**config.mk**
```make
export PLATFORM = sky130hd
export DESIGN_NAME = prefetch_queue
export DESIGN_NICKNAME = d
export VERILOG_FILES = /design/src/rtl/front_pkg.sv /design/src/rtl/prefetch_queue_rotate.sv /design/src/rtl/prefetch_queue.sv
export SDC_FILE = /design/constraint.sdc
export NUM_CORES = 1
export LEC_CHECK = 0
export ABC_CLOCK_PERIOD_IN_PS = 5300
export CORE_UTILIZATION = 40
export CTS_CLUSTER_SIZE = 30
export DETAILED_ROUTE_END_ITERATION = 7
export DONT_BUFFER_PORTS = 1
export SYNTH_ARGS = -nofsm -noshare
export SYNTH_HDL_FRONTEND = slang
export SYNTH_SLANG_ARGS = --single-unit
```
**constraint.sdc**
```tcl
create_clock -name clock -period 5.3 [get_ports clock]
set_input_delay 1.325 -clock clock [delete_from_list [all_inputs] [get_ports clock]]
set_output_delay 1.325 -clock clock [all_outputs]
set_load 0.02 [all_outputs]
```
**src/rtl/front_pkg.sv**
```systemverilog
// Shared front-end types and sizing used by the prefetch queue, decode_opcode and the bus unit.
package front_pkg;

   typedef logic [7:0] byte_t;

   localparam int unsigned PQ_DEPTH    = 16;
   localparam int unsigned INSN_WINDOW = 10;
   localparam int unsigned PQ_COUNT_W  = $clog2(PQ_DEPTH) + 1;

   typedef logic [PQ_COUNT_W-1:0] pq_count_t;

   function automatic logic [2:0] popcount4(input logic [3:0] v);
      return {2'b00, v[0]} + {2'b00, v[1]} + {2'b00, v[2]} + {2'b00, v[3]};
   endfunction

endpackage

```
**src/rtl/prefetch_queue_rotate.sv**
```systemverilog
// Rotates the circular byte store so the oldest byte lands in window[0]; slots past count read as zero.
module prefetch_queue_rotate
   import front_pkg::*;
#(
   parameter int unsigned DEPTH  = PQ_DEPTH,
   parameter int unsigned WINDOW = INSN_WINDOW
) (
   input  byte_t                    mem    [DEPTH],
   input  logic [$clog2(DEPTH)-1:0] rd_ptr,
   input  logic [$clog2(DEPTH):0]   count,
   output byte_t                    window [0:WINDOW-1]
);

   localparam int unsigned PW = $clog2(DEPTH);
   localparam int unsigned CW = PW + 1;

   always_comb begin
      for (int unsigned i = 0; i < WINDOW; i++) begin
         window[i] = '0;
         if (CW'(i) < count)
            window[i] = mem[rd_ptr + PW'(i)];
      end
   end

endmodule

```
**src/rtl/prefetch_queue.sv**
```systemverilog
// Byte-wide circular prefetch queue feeding the decoder's aligned instruction window.
// Optional PREFETCH_QUEUE_BYTE_MASK_EN adds fetch_byte_en for partial (misaligned) fetches.
module prefetch_queue
   import front_pkg::*;
#(
   parameter int unsigned DEPTH  = PQ_DEPTH,
   parameter int unsigned WINDOW = INSN_WINDOW
) (
   input  logic                   clock,
   input  logic                   reset,
   input  logic                   flush,
   input  logic                   fetch_valid,
   output logic                   fetch_ready,
   input  logic [31:0]            fetch_data,
`ifdef PREFETCH_QUEUE_BYTE_MASK_EN
   input  logic [3:0]             fetch_byte_en,
`endif
   output byte_t                  instruction [0:WINDOW-1],
   output logic [$clog2(DEPTH):0] valid_count,
   input  logic                   consume_valid,
   input  logic [3:0]             consume_len,
   output logic                   consume_ready
);

   localparam int unsigned PW = $clog2(DEPTH);
   localparam int unsigned CW = PW + 1;

   logic [PW-1:0] rd_ptr;
   logic [PW-1:0] wr_ptr;
   logic [CW-1:0] count;
   logic [CW-1:0] count_next;
   byte_t         mem [DEPTH];

   logic [3:0]    wr_bytes;
   logic          wr;
   logic          rd;
   logic [2:0]    wr_len;
   logic [3:0]    rd_len;

`ifdef PREFETCH_QUEUE_BYTE_MASK_EN
   assign wr_bytes = fetch_byte_en;
`else
   assign wr_bytes = 4'b1111;
`endif

   // Ready flags look only at registered count, never at same-cycle consume/flush.
   assign fetch_ready   = (count <= CW'(DEPTH - 4));
   assign consume_ready = (consume_len != 4'd0) && (CW'(consume_len) <= count);

   assign wr     = fetch_valid && fetch_ready;
   assign rd     = consume_valid && consume_ready;
   assign wr_len = wr ? popcount4(wr_bytes) : 3'd0;
   assign rd_len = rd ? consume_len : 4'd0;

   always_comb begin
      count_next = count + CW'(wr_len) - CW'(rd_len);
   end

   always_ff @(posedge clock) begin
      if (reset || flush) begin
         rd_ptr <= '0;
         wr_ptr <= '0;
         count  <= '0;
      end else begin
         rd_ptr <= rd_ptr + PW'(rd_len);
         wr_ptr <= wr_ptr + PW'(wr_len);
         count  <= count_next;
      end
   end

   // Masks are low-contiguous, so byte k lands at wr_ptr+k whenever its enable is set.
   always_ff @(posedge clock) begin
      if (!reset && !flush && wr) begin
         for (int unsigned k = 0; k < 4; k++) begin
            if (wr_bytes[k])
               mem[wr_ptr + PW'(k)] <= fetch_data[8*k +: 8];
         end
      end
   end

`ifdef PREFETCH_QUEUE_BYTE_MASK_EN
   a_legal_byte_en : assert property (@(posedge clock) disable iff (reset)
      fetch_valid |-> (fetch_byte_en inside {4'b0000, 4'b0001, 4'b0011, 4'b0111, 4'b1111}));
`endif

   assign valid_count = count;

   prefetch_queue_rotate #(
      .DEPTH  (DEPTH),
      .WINDOW (WINDOW)
   ) u_rotate (
      .mem    (mem),
      .rd_ptr (rd_ptr),
      .count  (count),
      .window (instruction)
   );

endmodule
```
# After elaboration in Yosys (flattened, before gate mapping)
# Cells that the tools add are included.
word_totals:
  reg_bits: 141
  in_bits: 41
  out_inout_bits: 87
  word_cells: 149
classes:
  n_mux: 57
  n_reduce_logical: 13
  n_bitwise: 14
  magnitude_cmp: 30
  n_addsub: 16
ops:
  columns: ["operator", "n"]
  rows:
  - ["128-bit bitwise mux", 4]
  - ["128-bit two-way mux", 3]
  - ["8-bit binary-select mux with 4-bit select", 10]
  - ["8-bit two-way mux", 34]
  - ["8-bit demux with 4-bit select", 4]
  - ["5-bit greater-or-equal comparator, second input constant", 14]
  - ["4-bit inverter with 5-bit output", 14]
  - ["3-bit by 5-bit < comparator with 1-bit output, first input constant", 4]
  - ["5-bit by 1-bit < comparator with 1-bit output, second input constant", 4]
  - ["4-bit by 2-bit adder with 4-bit output, second input constant", 4]
  - ["4-bit by 3-bit adder with 4-bit output, second input constant", 4]
  - ["1-bit by 5-bit < comparator with 1-bit output, first input constant", 2]
  - ["2-bit by 5-bit < comparator with 1-bit output, first input constant", 2]
  - ["4-bit by 5-bit < comparator with 1-bit output, first input constant", 2]
  - ["1-bit logical AND", 9]
  - ["4-bit by 1-bit adder with 4-bit output, second input constant", 2]
  - ["4-bit adder, second input constant", 2]
  - ["5-bit by 3-bit adder with 5-bit output", 1]
  - ["4-bit by 5-bit <= comparator with 1-bit output", 1]
  - ["5-bit by 4-bit <= comparator with 1-bit output, second input constant", 1]
  - ["5-bit by 4-bit subtractor with 5-bit output", 1]
  - ["4-bit by 3-bit adder with 4-bit output", 1]
  - ["4-bit adder", 1]
  - ["4-bit two-way mux", 1]
  - ["4 further kinds", 5]

# Logic depth before layout (Yosys ltp)
# Gate-level depths: netlist (run 1).
depth:
  ltp_word: 12
  depth_mapped: 13
  ltp_nobuf: 13

# Modules after synthesis
# A second synthesis (run 1) with hierarchy kept.
unflattened:
  hier_cells: 809
  area_unflattened_um2: 11016.8
modules_own_cells:
  columns: ["mod", "cells_per_inst", "area_per_inst_um2", "seq_area_each_um2", "n_inst"]
  rows:
  - ["prefetch_queue", 368, 5550.3, 4063.9, 1]
  - ["prefetch_queue_rotate", 441, 5466.5, 0.0, 1]

# Worst setup path after synthesis (run 1)
# Ideal clock, no wire load.
synth_timing:
  path_kind: "input to register"
  start: "input flush"
  end: "register mem[100] in the netlist's numbering (enable)"
  arrival_time_ns: 3.813
  stages: 3
  setup_time_ns: 0.461
  slack_ns: 1.026
  path_buffers: 0
  required_ns: 4.839
  cell_sequence: "nor2_1 nand2_1 nor3_1"
synth_between:
  elab_chain_cells: 3
synth_lines:
  columns: ["item", "line_no", "rtl"]
  rows:
  - ["start: declaration", "prefetch_queue.sv:11", "input logic flush,"]
  - ["1-bit logical NOT", "prefetch_queue.sv:73", "if (!reset && !flush && wr) begin"]
  - ["1-bit logical AND (2 in a row)", "prefetch_queue.sv:73", null]
  - ["end signal: indexed assignment", "prefetch_queue.sv:76", "mem[wr_ptr + PW'(k)] <= fetch_data[8*k +: 8];"]
  - ["end: declaration", "prefetch_queue.sv:32", "byte_t mem [DEPTH];"]
# No other way between the ends.
# A chain may end at the register's enable or synchronous reset.

==> results of run 1 <==
## synthesized netlist by cell type, drive strengths merged (2+ instances only)
cell type  count  area share [%]
a21o           2            0.14
a21oi          5            0.23
and2         100             5.7
and3          35             2.0
buf           46             3.3
clkbuf        18            0.62
dfxtp         11             2.0
edfxtp       128              35
fa             3            0.55
ha            21             2.4
inv           15            0.51
mux2i        128              12
mux4         128              26
nand2         17            0.58
nand2b         6            0.34
nand3          3            0.14
nor2          12            0.41
nor2b          5            0.28
o21ai          7            0.32
o21bai         2            0.14
o22ai         80             4.6
or2            3            0.17
xnor2          8            0.84
xor2           9             1.1
## per-layer routing
| metal | GRT usage, % | vias up |
|---|---|---|
| li1 | - | 3244 |
| met1 | 32.0 | 3944 |
| met2 | 39.2 | 376 |
| met3 | 6.74 | 37 |
| met4 | 6.90 | 2 |
| met5 | 1.39 | - |
## worst reg2reg max path, delay by kind of cell, from the launching register on
family | cells | cell delay [ns]
fa+ha+maj | 3 | 1.14
flops | 1 | 0.55
simple gates | 3 | 0.53
xor+xnor | 1 | 0.13
compound gates | 4 | 0.79
buf+inv | 1 | 0.24
## path summary, 6_finish.rpt
check | endpoint | slack [ns] | cells after the start
worst max-delay path | instruction[70] | 0.57 | 6
worst min register to register | wr_ptr[3] | 0.82 | 3
worst max register to register | valid_count[4] | 1.80 | 12
worst min-delay path | wr_ptr[3] | 0.82 | 3
## area by class of cell
class,instances,area (µm²),share of cell area [%]
tap,341,427,3.57
timing repair buffer,43,348,2.91
inverter,15,56.3,0.471
sequential,139,4070,34.0
multi-input combinational,583,6460,54.0
clock inverter,15,174,1.45
clock buffer,17,425,3.56
## registers in the layout (all words and copies together) (netlist names)
| name | flops |
|---|---|
| wr_ptr | 2 |
| mem | 128 |
| valid_count | 5 |
| rd_ptr | 4 |
## cell families (layout without fill, tap and decap cells)
family                     count (synthesis)  count (layout)  synth area share, %
muxes                                    256             256                 38.0
adders and majority gates                 24              24                 2.94
xor gates and xnor gates                  17              17                 1.97
and+or+nand+nor                          183             183                 9.72
DFF                                      139             139                 37.0
buffers and inverters                     79              90                 4.39
AOI/OAI and AO/OA                        103             103                 5.92
## metrics by stage
step	setup WS [ns]	utilization [%]	cell area (µm²)	total power [mW]	hold slack, ns
4_1_cts	0.588	44.4	12000	4.40	0.821
3_5_place_dp	1.06	42.1	11400	3.16	0.808
2_1_floorplan	1.03	-	11000	2.59	0.550
6_report	0.567	44.4	12000	4.41	0.824
5_1_grt	0.419	44.4	12000	4.56	0.862
3_3_place_gp	1.12	42.1	11400	3.15	0.804
## where the power goes
part / internal (mW) / leakage, nW / total [mW] / switching, mW
Combinational: 0.587 / 2.65 / 1.87 / 1.29
Sequential: 1.23 / 1.38 / 1.29 / 0.0624
Clock: 0.677 / 0.298 / 1.25 / 0.569
==> flow_summary.ini, run 1 <==
[status]
outcome = finished, final reports clean

[sta]
final.setup_skew_ns = 0.0123
fin_crit_sh_pct = 89.3
fmax_achieved_ghz = 0.211
setup_viol_count_final = 0
fin_setup_tns_ns = 0
final-max-slew-violation-count = 0
rsz0062_at_grt = false
worst_pin_slew_ns = 1.17
layout_min_cycle_time_ns = 4.73
timing_hold_violations_final = 0
slew_headroom_pct = 22.1

[clocking]
postCtsSetupRepairBufs = 0
cts-hold-fix-buffers = 0
clock_latency_ns = 0.43
post_cts_resized = 0
htreeDepth = 4
cts_max_path_buffers = 2
clock_input_transition_at_the_sequential_cells_of_the_worst_setup_and_hold_paths_ns = 0.07
cts_made_buffers = 17
tritoncts = done
numClockSinks = 139
root_buffer = sky130_fd_sc_hd__clkbuf_16

[critical_path]
critical_path_cell_list = buf_4 -> ha_1 -> xor2_2 -> buf_4 -> mux2i_1 -> o22ai_1
required_time_at_the_endpoint_of_the_critical_path_ns = 3.97
setup.worst_path.start_class = flip-flop
setup.worst_path.end_class = output pin
worst_path_dominant_cell_family = buffers and inverters
worst_setup_path_startpoint = rd_ptr[1]
critical-path-top-cell-by-count = sky130_fd_sc_hd__buf_4
critical_path.max_stage_delay_ns = 0.72
timing.setup.critical_path_class = flip-flop to output pin
cp_num_buf_inv = 2
timing.critical_path.slowest_stage_cell = sky130_fd_sc_hd__buf_4
reg2reg_from = valid_count[2]
worstPathArrival_ns = 3.41
crit_path_max_fanout = 58

[drt]
met3WireLength_mm = 3.35
postRouteAntennaNets = 0
drt-met1-wl_mm = 13.5
route.detailed.vias_per_inst = 6.59
drt-total-wl_mm = 33.6
detail_route.wl_per_cell_um = 29.1
dr_wl_met2_mm = 16.1
drtPass1Iterations = 8
route.top_layer_used = met5
drc = 0
drtIter0Drc = 835
via_count = 7603

[layout]
antenna_diode_count = 0
nNetsFinal = 864
leading_cell_types_in_the_layout_fill_and_taps_excluded = sky130_fd_sc_hd__mux2i_1, sky130_fd_sc_hd__edfxtp_1, sky130_fd_sc_hd__mux4_2
layout-drive-gt1-share_pct = 27.1
filler_cell_count = 2420
fin_cells = 1153
area_growth_pct = 8.94

[yosys]
synth-main-ff-cell = sky130_fd_sc_hd__edfxtp_1
synth_enable_flop_cells = 128
syn-mean-instance-area_um2 = 13.7
synth_cells = 801
synth-seq-area-share_pct = 37.0
asyncSetResetFlopFracSynth_pct = 0
synth_nets = 866
yosys_register_bits = 139
synthesis.area_mm2 = 0.0110
distinct_cells_synth = 43
yosysWarningCount = 0

[floorplan]
floorplan.die.width_um = 168
die_y_um = 168
initial_core_util_pct = 40.7
core_area_mm2 = 0.0270
core.rowCount = 60
boundaryPins = 128
die_area_mm2 = 0.0281

[worst_hold_path]
min-delay-path-class = flip-flop to flip-flop
min_from = wr_ptr[3]

[place]
dp.final_hpwl_mm = 23.1
port_buffers = 0
gpl.final_weighted_congestion = 0.896
placedCellCount = 1121

[global_routing]
initial_antenna_violation_count = 0
via_count_of_the_first_global_routing_pass = 7561
grt_pass1_wl_mm = 49.7
grt_start_max_net_pins = 135
grt_remaining_overflow = 0
global_route.usage.total_pct = 24.3

[power]
ir_drop_mv = 0.244
p_per_area_mw_per_mm2 = 369
leakage_power_figure_nw = 4.33

[run]
cap_viol_max_count = 0
Power figures use the tool's default switching activity.
==> run 2, diff against run 1 <==
Settings changed: CORE_MARGIN from default to 1.
==> results of run 2 <==
No change in the layout: final DEF, timing and power equal those of run 1.
==> run 3, diff against run 2 <==
Settings changed: MAX_ROUTING_LAYER from default to met4, SYNTH_HIERARCHICAL from default to 1.
==> run 3 against run 2 <==
Area after synthesis grew 0.36%. Non-clock buffer count shrank 5. Via count grew 0.50%. Power shrank 1.1%. Critical endpoint is now instruction[33]. Core utilization grew 0.056 points. Worst hold slack lost 0.074 ns. Register-to-register slack lost 0.05 ns. Sequential power is essentially flat. Cell area grew 0.13%. Combinational power shrank 3%. Highest routed layer is now met4.
==> flow_summary.ini, run 3 <==
[yosys]
synth_top_cells_by_count = sky130_fd_sc_hd__edfxtp_1, sky130_fd_sc_hd__mux2i_1, sky130_fd_sc_hd__mux4_2, sky130_fd_sc_hd__and2_1, sky130_fd_sc_hd__o22ai_1
synth_nets = 874
yosys.area_share.simple_pct = 10.1
mux_contribution_to_synthesized_area_pct = 37.8
yosys.area.top_type_share_pct = 34.9
synthesis.area_mm2 = 0.0110
synth-main-ff-cell = sky130_fd_sc_hd__edfxtp_1
share_of_synthesized_cell_area_in_full_adder_half_adder_and_majority_cells_pct = 2.93
synth-seq-area-share_pct = 36.9
yosysWarningCount = 6
netlist_top_cells_area = sky130_fd_sc_hd__edfxtp_1, sky130_fd_sc_hd__mux4_2, sky130_fd_sc_hd__mux2i_1
synthDominantAreaCellType = sky130_fd_sc_hd__edfxtp_1
synth_cells = 809
synth_top_family_by_area = multiplexers
syn-mean-instance-area_um2 = 13.6
distinct_cells_synth = 46
synth_enable_flop_cells = 128
asyncSetResetFlopFracSynth_pct = 0
synth_compound_gate_area_share_pct = 6.03
synthXorXnorAreaFrac_pct = 1.91
yosys_register_bits = 139

[place]
port_buffers = 0
gpl.final_weighted_congestion = 0.852
preCtsSetupSlack_ns = 1.04
placed_cell_area_mm2 = 0.0114
dp.final_hpwl_mm = 23.8

[floorplan]
die_y_um = 168
core_area_mm2 = 0.0270
initial_core_util_pct = 40.9
boundaryPins = 128
core.rowCount = 60
floorplan.die.width_um = 168
die_area_mm2 = 0.0282

[clocking]
htreeDepth = 4
cts_made_buffers = 17
root_buffer = sky130_fd_sc_hd__clkbuf_16
postCtsSetupRepairBufs = 0
cts-hold-fix-buffers = 0
cts_max_path_buffers = 2
clock_latency_ns = 0.43
tritoncts = done
post_cts_resized = 0
clock_input_transition_at_the_sequential_cells_of_the_worst_setup_and_hold_paths_ns = 0.06
numClockSinks = 139

[sta]
setup_ws_ns = 0.581
timing_hold_violations_final = 0
timing.hold.ws_ns = 0.750
fin_setup_tns_ns = 0
fin_crit_sh_pct = 89.0
rsz0062_at_grt = false
fmax_achieved_ghz = 0.212
slew_headroom_pct = 18.9
final.setup_skew_ns = 0.0141
layout_min_cycle_time_ns = 4.72
final-max-slew-violation-count = 0
worst_pin_slew_ns = 1.22
setup_viol_count_final = 0

[drt]
drtPass1Iterations = 5
drtIter0Drc = 716
route.detailed.vias_per_inst = 6.62
detail_route.wl_per_cell_um = 29.2
drt-total-wl_mm = 33.8
via_count = 7641
drc = 0
postRouteAntennaNets = 0

[critical_path]
crit_path_max_fanout = 57
worstPathArrival_ns = 3.39
required_time_at_the_endpoint_of_the_critical_path_ns = 3.97
critical_path.max_stage_delay_ns = 0.70
timing.setup.critical_path_class = flip-flop to output pin
setup.worst_path.end_class = output pin
cp_num_buf_inv = 3
worst_setup_path_startpoint = rd_ptr[1]
critical_path_cell_list = buf_4 -> ha_1 -> a21oi_1 -> xnor2_2 -> buf_4 -> mux2i_1 -> o22ai_1 -> buf_4
setup.worst_path.start_class = flip-flop
ff2ff_setup_slack_ns = 1.75
r2r_path_end = valid_count[4]
worst_path_dominant_cell_family = buffers and inverters
worst-r2r-cell-count = 13
critical-path-top-cell-by-count = sky130_fd_sc_hd__buf_4
reg2reg_from = valid_count[2]
timing.critical_path.slowest_stage_cell = sky130_fd_sc_hd__buf_4

[layout]
filler_cell_count = 2380
antenna_diode_count = 0
layout-drive-gt1-share_pct = 26.8
nNetsFinal = 866
largest_register_ffs = 128
ff_latch_area_mm2 = 0.00407
multi_input_comb_area_mm2 = 0.00651
largest_register = mem
area_growth_pct = 8.68
fin_util_pct = 44.4
postLayoutCellArea_mm2 = 0.0120
leading_cell_types_in_the_layout_fill_and_taps_excluded = sky130_fd_sc_hd__edfxtp_1, sky130_fd_sc_hd__mux4_2, sky130_fd_sc_hd__mux2i_1

[power]
ir_drop_mv = 0.172
leakage_power_figure_nw = 3.99
p_per_area_mw_per_mm2 = 364

[run]
cap_viol_max_count = 0

[worst_hold_path]
min-delay-path-class = flip-flop to flip-flop
whs_endpoint = rd_ptr[1]
hold_depth = 3
min_from = rd_ptr[1]

[status]
outcome = finished, final reports clean

[global_routing]
grt_remaining_overflow = 0
global_route.usage.total_pct = 25.0
grt_pass1_wl_mm = 49.1
grt_start_max_net_pins = 66
via_count_of_the_first_global_routing_pass = 7510
initial_antenna_violation_count = 0
==> run 3: final cells by class <==
type / count / area share (%)
multi-input combinational: 589 / 54.4
sequential: 139 / 34.0
tap: 341 / 3.56
clock buffer: 17 / 3.55
timing repair buffer: 38 / 2.59
clock inverter: 14 / 1.42
inverter: 16 / 0.502
==> run 3: metrics by stage <==
step / cells / power [mW]
floorplan: 809 / 2.60
global placement: 1123 / 3.10
detailed placement: 1123 / 3.12
CTS: 1154 / 4.36
global route: 1154 / 4.52
finish: 1154 / 4.36
==> run 3: cells by family after synthesis <==
kind of cell    count (synthesis)
flops                         139
compound gates                105
xor+xnor                       15
fa+ha+maj                      24
buf+inv                        81
mux                           256
simple gates                  189
==> run 3: worst register-to-register path, delay by kind of cell (launching register included) <==
family	cells	cell delay [ns]
flops	1	0.67
xor+xnor	1	0.13
buf+inv	2	0.25
fa+ha+maj	3	1.09
simple gates	3	0.43
compound gates	4	0.89
==> run 3: worst max-delay path by stage <==
stage                           end  slack, ns  depth (start not counted)
global route        instruction[23]       0.33                          7
global placement    instruction[39]       1.08                          7
detailed placement  instruction[17]       1.04                          7
floorplan                  mem[100]       0.97                          3
finish              instruction[33]       0.58                          8
CTS                 instruction[17]       0.57                          7
==> run 3: per-layer routing <==
metal	GRT usage (%)	share of wire, %	vias up
met3	7.08	9.3	71
met2	38.2	46	358
met5	-	0	-
met1	31.2	41	3938
li1	-	-	3274
met4	10.5	3.5	0
==> run 3: power by group <==
part           switching (mW)  internal [mW]
clock                   0.501          0.741
sequential             0.0740           1.24
combinational            1.19          0.620
total                    1.76           2.60
